File: src/rtl/bp_cfg_link_pkg.sv
// Shared cfg-link definitions: register addresses, cache modes and the loader state encoding.
package bp_cfg_link_pkg;

  localparam logic [15:0] e_cfg_freeze      = 16'h0001;
  localparam logic [15:0] e_cfg_core_id     = 16'h0002;
  localparam logic [15:0] e_cfg_icache_mode = 16'h0003;
  localparam logic [15:0] e_cfg_dcache_mode = 16'h0004;

  typedef enum logic [1:0] {
    e_cache_mode_normal = 2'd1
  } bp_cache_mode_e;

  typedef enum logic [2:0] {
    StIdle,
    StFreeze,
    StProg,
    StUnfreeze,
    StDone,
    StRead,
    StWaitResp
  } bp_cfg_loader_state_e;

endpackage

File: src/rtl/bp_cfg_loader.sv
// Post-reset cfg sequencer: freeze, program core_id/icache/dcache mode per core, unfreeze.
// Define BP_CFG_LOADER_READBACK_EN to read back and verify every write.
module bp_cfg_loader
  import bp_cfg_link_pkg::*;
#(
  parameter int unsigned num_core_p       = 1,
  parameter int unsigned cfg_addr_width_p = 16,
  parameter int unsigned cfg_data_width_p = 32,
  parameter int unsigned core_id_width_p  = 8
) (
  input  logic                        clk_i,
  input  logic                        reset_n_i,
  input  logic                        start_i,
  output logic                        cfg_v_o,
  output logic                        cfg_w_o,
  output logic [core_id_width_p-1:0]  cfg_core_o,
  output logic [cfg_addr_width_p-1:0] cfg_addr_o,
  output logic [cfg_data_width_p-1:0] cfg_data_o,
  input  logic                        cfg_ready_i,
  input  logic                        cfg_resp_v_i,
  input  logic [cfg_data_width_p-1:0] cfg_resp_data_i,
  output logic                        busy_o,
  output logic                        done_o,
  output logic                        error_o
);

  localparam int unsigned core_cnt_width_lp = (num_core_p > 1) ? $clog2(num_core_p) : 1;
  localparam logic [core_cnt_width_lp-1:0] last_core_lp = core_cnt_width_lp'(num_core_p - 1);
  localparam logic [core_cnt_width_lp-1:0] core_one_lp  = core_cnt_width_lp'(1);

  bp_cfg_loader_state_e state_q, state_d, ws;
  logic [core_cnt_width_lp-1:0] core_q, core_d;
  logic [1:0]                   step_q, step_d;
  logic                         done_q, done_d;
  logic                         adv;

  logic                        req_v_q, req_v_d;
  logic                        req_w_q, req_w_d;
  logic [core_id_width_p-1:0]  req_core_q, req_core_d;
  logic [cfg_addr_width_p-1:0] req_addr_q, req_addr_d;
  logic [cfg_data_width_p-1:0] req_data_q, req_data_d;

  logic hs;
  assign hs = req_v_q & cfg_ready_i;

`ifdef BP_CFG_LOADER_READBACK_EN
  bp_cfg_loader_state_e ret_q, ret_d;
  logic                 error_q, error_d;
`endif

  always_comb begin
    state_d = state_q;
    core_d  = core_q;
    step_d  = step_q;
    done_d  = done_q;
    adv     = 1'b0;
`ifdef BP_CFG_LOADER_READBACK_EN
    ret_d   = ret_q;
    error_d = error_q;
    ws      = ret_q;
`else
    ws      = state_q;
`endif

    unique case (state_q)
      StIdle: begin
        if (start_i) begin
          state_d = StFreeze;
          core_d  = '0;
          step_d  = '0;
          done_d  = 1'b0;
`ifdef BP_CFG_LOADER_READBACK_EN
          error_d = 1'b0;
`endif
        end
      end
      StFreeze, StProg, StUnfreeze: begin
        if (hs) begin
`ifdef BP_CFG_LOADER_READBACK_EN
          state_d = StRead;
          ret_d   = state_q;
`else
          adv     = 1'b1;
`endif
        end
      end
`ifdef BP_CFG_LOADER_READBACK_EN
      StRead: begin
        if (hs) state_d = StWaitResp;
      end
      StWaitResp: begin
        if (cfg_resp_v_i) begin
          adv = 1'b1;
          if (cfg_resp_data_i != req_data_q) error_d = 1'b1;
        end
      end
`endif
      StDone: begin
        state_d = StIdle;
        done_d  = 1'b1;
      end
      default: state_d = StIdle;
    endcase

    // Step past the write that just completed (ws is the write phase it belonged to).
    if (adv) begin
      unique case (ws)
        StFreeze: begin
          state_d = StFreeze;
          if (core_q == last_core_lp) begin
            state_d = StProg;
            core_d  = '0;
            step_d  = '0;
          end else begin
            core_d = core_q + core_one_lp;
          end
        end
        StProg: begin
          state_d = StProg;
          if (step_q == 2'd2) begin
            step_d = '0;
            if (core_q == last_core_lp) begin
              state_d = StUnfreeze;
              core_d  = '0;
            end else begin
              core_d = core_q + core_one_lp;
            end
          end else begin
            step_d = step_q + 2'd1;
          end
        end
        StUnfreeze: begin
          state_d = StUnfreeze;
          if (core_q == last_core_lp) begin
            state_d = StDone;
          end else begin
            core_d = core_q + core_one_lp;
          end
        end
        default: state_d = StIdle;
      endcase
    end
  end

  // Request bundle is rebuilt from next-state; unchanged state during a stall keeps it stable.
  always_comb begin
    req_v_d    = 1'b0;
    req_w_d    = req_w_q;
    req_core_d = req_core_q;
    req_addr_d = req_addr_q;
    req_data_d = req_data_q;
    unique case (state_d)
      StFreeze, StProg, StUnfreeze: begin
        req_v_d    = 1'b1;
        req_w_d    = 1'b1;
        req_core_d = core_id_width_p'(core_d);
        if (state_d == StProg) begin
          unique case (step_d)
            2'd0: begin
              req_addr_d = cfg_addr_width_p'(e_cfg_core_id);
              req_data_d = cfg_data_width_p'(core_d);
            end
            2'd1: begin
              req_addr_d = cfg_addr_width_p'(e_cfg_icache_mode);
              req_data_d = cfg_data_width_p'(e_cache_mode_normal);
            end
            default: begin
              req_addr_d = cfg_addr_width_p'(e_cfg_dcache_mode);
              req_data_d = cfg_data_width_p'(e_cache_mode_normal);
            end
          endcase
        end else begin
          req_addr_d = cfg_addr_width_p'(e_cfg_freeze);
          req_data_d = (state_d == StFreeze) ? cfg_data_width_p'(1) : '0;
        end
      end
`ifdef BP_CFG_LOADER_READBACK_EN
      StRead: begin
        req_v_d = 1'b1;
        req_w_d = 1'b0;
      end
`endif
      default: ;
    endcase
  end

  always_ff @(posedge clk_i or negedge reset_n_i) begin
    if (!reset_n_i) begin
      state_q    <= StIdle;
      core_q     <= '0;
      step_q     <= '0;
      done_q     <= 1'b0;
      req_v_q    <= 1'b0;
      req_w_q    <= 1'b0;
      req_core_q <= '0;
      req_addr_q <= '0;
      req_data_q <= '0;
    end else begin
      state_q    <= state_d;
      core_q     <= core_d;
      step_q     <= step_d;
      done_q     <= done_d;
      req_v_q    <= req_v_d;
      req_w_q    <= req_w_d;
      req_core_q <= req_core_d;
      req_addr_q <= req_addr_d;
      req_data_q <= req_data_d;
    end
  end

`ifdef BP_CFG_LOADER_READBACK_EN
  always_ff @(posedge clk_i or negedge reset_n_i) begin
    if (!reset_n_i) begin
      ret_q   <= StIdle;
      error_q <= 1'b0;
    end else begin
      ret_q   <= ret_d;
      error_q <= error_d;
    end
  end
  assign error_o = error_q;
`else
  logic unused_resp;
  assign unused_resp = ^{cfg_resp_v_i, cfg_resp_data_i};
  assign error_o     = 1'b0;
`endif

  assign cfg_v_o    = req_v_q;
  assign cfg_w_o    = req_w_q;
  assign cfg_core_o = req_core_q;
  assign cfg_addr_o = req_addr_q;
  assign cfg_data_o = req_data_q;
  assign busy_o     = (state_q != StIdle) && (state_q != StDone);
  assign done_o     = done_q;

endmodule

File: config.mk
export PLATFORM = sky130hd
export DESIGN_NAME = bp_cfg_loader
export DESIGN_NICKNAME = d
export VERILOG_FILES = /design/src/rtl/bp_cfg_link_pkg.sv /design/src/rtl/bp_cfg_loader.sv
export SDC_FILE = /design/constraint.sdc
export NUM_CORES = 1
export LEC_CHECK = 0
export ABC_AREA = 1
export ABC_CLOCK_PERIOD_IN_PS = 2700
export BUFFER_PORTS_ARGS = -buffer_cell sky130_fd_sc_hd__buf_2
export CORE_UTILIZATION = 30
export CTS_BUF_LIST = sky130_fd_sc_hd__clkbuf_16
export DETAILED_ROUTE_END_ITERATION = 8
export HOLD_SLACK_MARGIN = 0.05
export PLACE_DENSITY = 0.64
export SKIP_CTS_REPAIR_TIMING = 1
export SKIP_LAST_GASP = 1
export SYNTH_ARGS = -nofsm -noshare
export SYNTH_HDL_FRONTEND = slang
export SYNTH_SLANG_ARGS = --single-unit
File: constraint.sdc
create_clock -name clk_i -period 2.7 [get_ports clk_i]
set_input_delay 0.135 -clock clk_i [delete_from_list [all_inputs] [get_ports clk_i]]
set_output_delay 0.135 -clock clk_i [all_outputs]
set_load 0.005 [all_outputs]
Yosys cells after proc, flatten, opt, wreduce, memory -nomap -nowiden
Index checks and enable logic that the tools add are counted.
W data, S select, Z words.
{ "word_totals": {"reg_bits": 58, "latchBits": 0, "ram_bits": 0, "romBits": 0, "inputBits": 37, "word_cells": 62, "memories": 0} }
{ "classes": {"addsub": 2, "n_mul": 0, "n_div": 0, "n_lt_le_gt_ge": 0, "n_eq_ne": 11, "shift": 0, "mux": 31, "bitwise": 1, "n_reduce_logical": 8} }
{ "ops": {"columns": ["op", "count"], "rows": [
  ["$mux W32", 1],
  ["$mux W16", 1],
  ["$mux W1", 14],
  ["$eq A3 B2 Y1 const B", 4],
  ["$mux W2", 6],
  ["$pmux W3 S2", 2],
  ["$mux W3", 3],
  ["$pmux W3 S3", 1],
  ["$eq A3 B1 Y1 const B", 2],
  ["$reduce_or A3 Y1", 2],
  ["$pmux W2 S2", 1],
  ["$eq A3 B3 Y1 const B", 1],
  ["$logic_not A3 Y1", 1],
  ["$ne A3 B3 Y1 const B", 1],
  ["$pmux W1 S3", 1],
  ["$reduce_bool A3 Y1", 1],
  ["$add A2 B1 Y2 const B", 1],
  ["$eq A2 B1 Y1 const B", 1],
  ["$eq A2 B2 Y1 const B", 1],
  ["$logic_not A2 Y1", 1],
  ["$ne A2 B2 Y1 const B", 1],
  ["$pmux W1 S2", 1],
  ["$reduce_and A2 Y1", 1],
  ["$reduce_bool A2 Y1", 1],
  ["3 further kinds", 3]
]} }

Logic depth before layout (Yosys ltp)
{ "logic_depth": {"word_depth": 8, "ltp_mapped": 11, "mapped_depth_nobuf": 11} }

Worst setup path after synthesis
OpenSTA, ideal clock, no wires.
{ "synth_path": {"path_kind": "register -> register", "start": "register state_q[2]", "end": "register req_addr_q[0], in the netlist cfg_addr_o[0]", "setup_ns": 0.117, "t_arrival_ns": 1.203, "required_time_ns": 2.583, "slack_ns": 1.380, "stages_incl_launch_ff": 9, "n_path_buf": 0, "path_cell_list": "dfrtp_1 inv_2 nand2_1 o22ai_1 o21ai_2 a21oi_1 nand2_1 nand3_1 nand2_1"} }
{ "synth_between": {"elab_chain_len": 8} }
{ "synth_rtl": {"columns": ["element", "line_no", "source"], "rows": [
  ["start, declared", "bp_cfg_loader.sv:31", "bp_cfg_loader_state_e state_q, state_d, ws;"],
  ["start signal, assigned", "bp_cfg_loader.sv:189", "state_q <= StIdle;"],
  ["start signal, assigned", "bp_cfg_loader.sv:199", "state_q <= state_d;"],
  ["$logic_not A3 Y1", "bp_cfg_loader.sv:65", "unique case (state_q)"],
  ["$mux W2", "bp_cfg_loader.sv:65", null],
  ["$mux W2", "bp_cfg_loader.sv:110", "if (core_q == last_core_lp) begin"],
  ["$pmux W2 S2", "bp_cfg_loader.sv:107", "unique case (ws)"],
  ["$mux W2", "bp_cfg_loader.sv:106", "if (adv) begin"],
  ["$eq A2 B1 Y1 or $logic_not A2 Y1 (tied branches)", "bp_cfg_loader.sv:158", "unique case (step_d)"],
  ["$pmux W3 S2", "bp_cfg_loader.sv:158", null],
  ["$mux W16", "bp_cfg_loader.sv:157", "if (state_d == StProg) begin"],
  ["end signal, assigned", "bp_cfg_loader.sv:206", "req_addr_q <= req_addr_d;"],
  ["end, declared", "bp_cfg_loader.sv:40", "logic [cfg_addr_width_p-1:0] req_addr_q, req_addr_d;"]
]} }
Parallel ways exist; a longest one is shown, timed or not.
A chain may end at the register's enable or synchronous reset.

Worst setup path in the final report
Ends and elaborated chain as after synthesis.

==> run_results.csv <==
group,metric,value,unit
layout,syn_to_final_growth,0.342,%
worst_setup_path,endpoint_kind,"register",
routing,drtPass1Iterations,4,
worst_setup_path,crit_path_frequent_cell,"nand2_1",
synthesis,yosysMostFrequentCell,"buf_4",
global_route,use_met1,9.44,%
routing,postRouteAntennaNets,0,
worst_setup_path,slowest_delay,0.40,ns
placed_design,io_buffers,12,
global_route,grt-ovfl-total,0,
synthesis,synth_xor_area_share,0,%
placed_design,gp_congestion,0.814,
clocking,clock_latency,0.24,ns
synthesis,yosysWarnings,0,
clocking,cts_buffer_depth,2,
worst_setup_path,path_buf_inv,1,
routing,drc,0,
global_route,gr-usage-met2,14.3,%
synthesis,synth_common_cells,"buf_4 (52), nand2_1 (20), dfrtp_1 (14), nand3_1 (11), nor2_1 (8)",
pwr,power_density,975,nW/um^2
synthesis,synthAdderAreaFrac,0,%
routing,drtIter0Drc,17,
pwr,combPwrFrac,44.8,%
global_route,use_met3,1.09,%
pwr,netSwitchingPower,435,uW
worst_setup_path,r2r-start,"state_q[2]",
sta,final.setup.tns,0,ns
sta,rsz0062_at_grt,"false",
clocking,clkTransAtPathRegs,0.04,ns
worst_setup_path,required,2.83,ns
synthesis,synth_area_leaders,"buf_4 (36%), dfrtp_1 (32%), nand2_1 (6.8%)",
synthesis,synth.avg_cell_area,7.85,um^2
clocking,numCtsBuffers,3,
routing,wl_per_cell,7.68,um
hold_path,hp-class,"in -> async",
synthesis,syn_inst,140,
synthesis,synth_top_family_by_area,"buffers and inverters",
clocking,cts_tree,"yes",
synthesis,synth_edf_count,0,
synthesis,seq_area_frac_synth,31.9,%
floorplan,fp.dieW,62.5,um
sta,period_share,55.6,%
worst_setup_path,cp_slowest_cell,"dfrtp_1",
sta,finalSetupViolCount,0,
floorplan,die_area,3910,um^2
sta,fmax,0.667,GHz
placed_design,dp_hpwl,1.24,mm
pwr,p_int,640,uW
global_route,busiest_layer,"met2",
clocking,cts_max_level,1,
job,maxCapViolCount,0,
clocking,clock_sinks,14,
global_route,grt_first_pass_wirelength,2.59,mm
pwr,p_total,1070,uW
routing,vias_per_cell,3.64,
synthesis,synth_top_area_share,35.5,%
layout,diodes,0,
pwr,clockPowerShare,25.1,%
sta,hold_viol_final,0,
pwr,leakagePower,0.000629,uW
worst_setup_path,critPathKind,"reg -> reg",
worst_setup_path,cp_cell_sequence,"inv_2 -> nand2_1 -> o22ai_1 -> o21ai_2 -> a21oi_1 -> nand2_1 -> nand3_1 -> nand2_1",
synthesis,synth-simple-area-share,22.8,%
layout,drive_gt1_share,16.8,%
synthesis,synth.mux.area_fraction,0,%
synthesis,async_flop_share,100,%
routing,vias,732,
global_route,grt_pass1_vias,621,
worst_setup_path,cp.arrival,1.63,ns
routing,drt-total-wl,1.54,mm
synthesis,synth_ff_type,"dfrtp_1",
layout,nNetsFinal,194,
sta,min_period,1.50,ns
sta,clock-skew-final,0.000449,ns
pwr,vdd_ir_drop_max,0.000467,V
global_route,grt_max_degree,15,
floorplan,core,3420,um^2
floorplan,pin_count,98,
sta,slew_violations,0,
clocking,cts_root_buf,"clkbuf_16",
global_route,grtUsageTotal,8.34,%
floorplan,die_height,62.5,um
synthesis,ys_types,24,
status,status,"complete, no violations",
synthesis,syn-cell-area,1100,um^2
floorplan,start_util,32.2,%
worst_setup_path,cp-start-kind,"register",
synthesis,synth-compound-area-share,5.69,%
synthesis,synth_largest_area_cell,"buf_4",
worst_setup_path,cp_top_family,"compound AO/OA/AOI/OAI gates",
pwr,p_sw_share,40.5,%
worst_setup_path,path_max_fanout,7,
pwr,sequentialPowerShare,30.1,%
synthesis,ys_seq_elements,14,
global_route,grt_antenna_before_repair,0,
worst_setup_path,startpoint,"state_q[2]",
floorplan,std_cell_rows,21,
==> path summary, 6_finish.rpt <==
| path | to | slack [ns] | cells past startpoint |
|---|---|---|---|
| worst max-delay path | cfg_addr_o[0] | 1.20 | 8 |
| worst min-delay path | cfg_v_o | 0.32 | 2 |
| worst max register to register | cfg_addr_o[0] | 1.20 | 8 |
| worst min register to register | cfg_w_o | 0.46 | 1 |
| max in group asynchronous | cfg_core_o[0] | 2.15 | 2 |
| min in group clk_i | done_o | 0.36 | 3 |
==> cell usage in the layout (no fill, tap or decap) <==
master and count:
a21oi_1 1, and2_1 2, buf_2 12, clkbuf_16 3
conb_1 52, dfrtp_1 14, dlygate4sd3_1 1, inv_1 7
inv_2 4, nand2_1 20, nand2_2 3, nand2_4 1
nand3_1 11, nand3_2 1, nand3b_1 1, nand4_1 2
nor2_1 8, nor2_2 1, nor3_1 1, o21a_1 2
o21ai_0 2, o21ai_1 2, o21ai_2 1, o21bai_1 1
o22ai_1 1, or2_1 1
==> layout make-up <==
| cell class | count | area [um^2] |
|---|---|---|
| Tap cell | 46 | 57.6 |
| Inverter | 11 | 41.3 |
| Sequential cell | 14 | 350 |
| Multi-Input combinational cell | 114 | 508 |
| Fill cell | 377 | 2310 |
| Clock buffer | 3 | 75.1 |
| Timing Repair Buffer | 13 | 70.1 |
==> power groups by stage <==
stage / Clock [uW] / Sequential, uW / Combinational, uW
after floorplan: 0 / 326 / 415
after global placement: 0 / 325 / 473
after detailed placement: 0 / 326 / 479
after CTS: 276 / 323 / 485
after global routing: 290 / 333 / 552
final: 270 / 323 / 482
==> worst reg2reg max path, stage by stage (launching register included) <==
cell	delay, ns
dfrtp_1	0.40
inv_2	0.12
nand2_1	0.09
o22ai_1	0.21
o21ai_2	0.14
a21oi_1	0.19
nand2_1	0.09
nand3_1	0.09
nand2_1	0.05
==> per-layer routing <==
| layer | part of all wire, % | up-vias |
|---|---|---|
| li1 | - | 368 |
| met1 | 42 | 322 |
| met2 | 49 | 37 |
| met3 | 6.3 | 5 |
| met4 | 3.0 | 0 |
| met5 | 0 | - |
==> through the flow <==
| step | util (%) | setup slack, ns | cells | instance area [um^2] | hold WS, ns |
|---|---|---|---|---|---|
| 6_report | 32.3 | 1.20 | 201 | 1100 | 0.316 |
| 5_1_grt | 32.3 | 1.01 | 201 | 1100 | 0.352 |
| 4_1_cts | 32.0 | 1.19 | 200 | 1090 | -0.206 |
| 3_5_place_dp | 29.8 | 1.21 | 197 | 1020 | 0.0496 |
| 3_3_place_gp | 29.8 | 1.22 | 197 | 1020 | 0.0463 |
| 2_1_floorplan | - | 1.38 | 191 | 1290 | -0.161 |
==> cells by family after synthesis <==
family | count (synthesis)
AOI/OAI and AO/OA | 10
buffers and inverters | 63
DFF | 14
other | 1
and+or+nand+nor | 52
==> sequential cells by signal (all words and copies together), names as in the netlist <==
name / cells
cfg_addr_o: 3
cfg_core_o: 1
cfg_data_o: 1
cfg_v_o: 1
cfg_w_o: 1
core_q: 1
done_o: 1
state_q: 3
step_q: 2
Power figures use the tool's default switching activity.
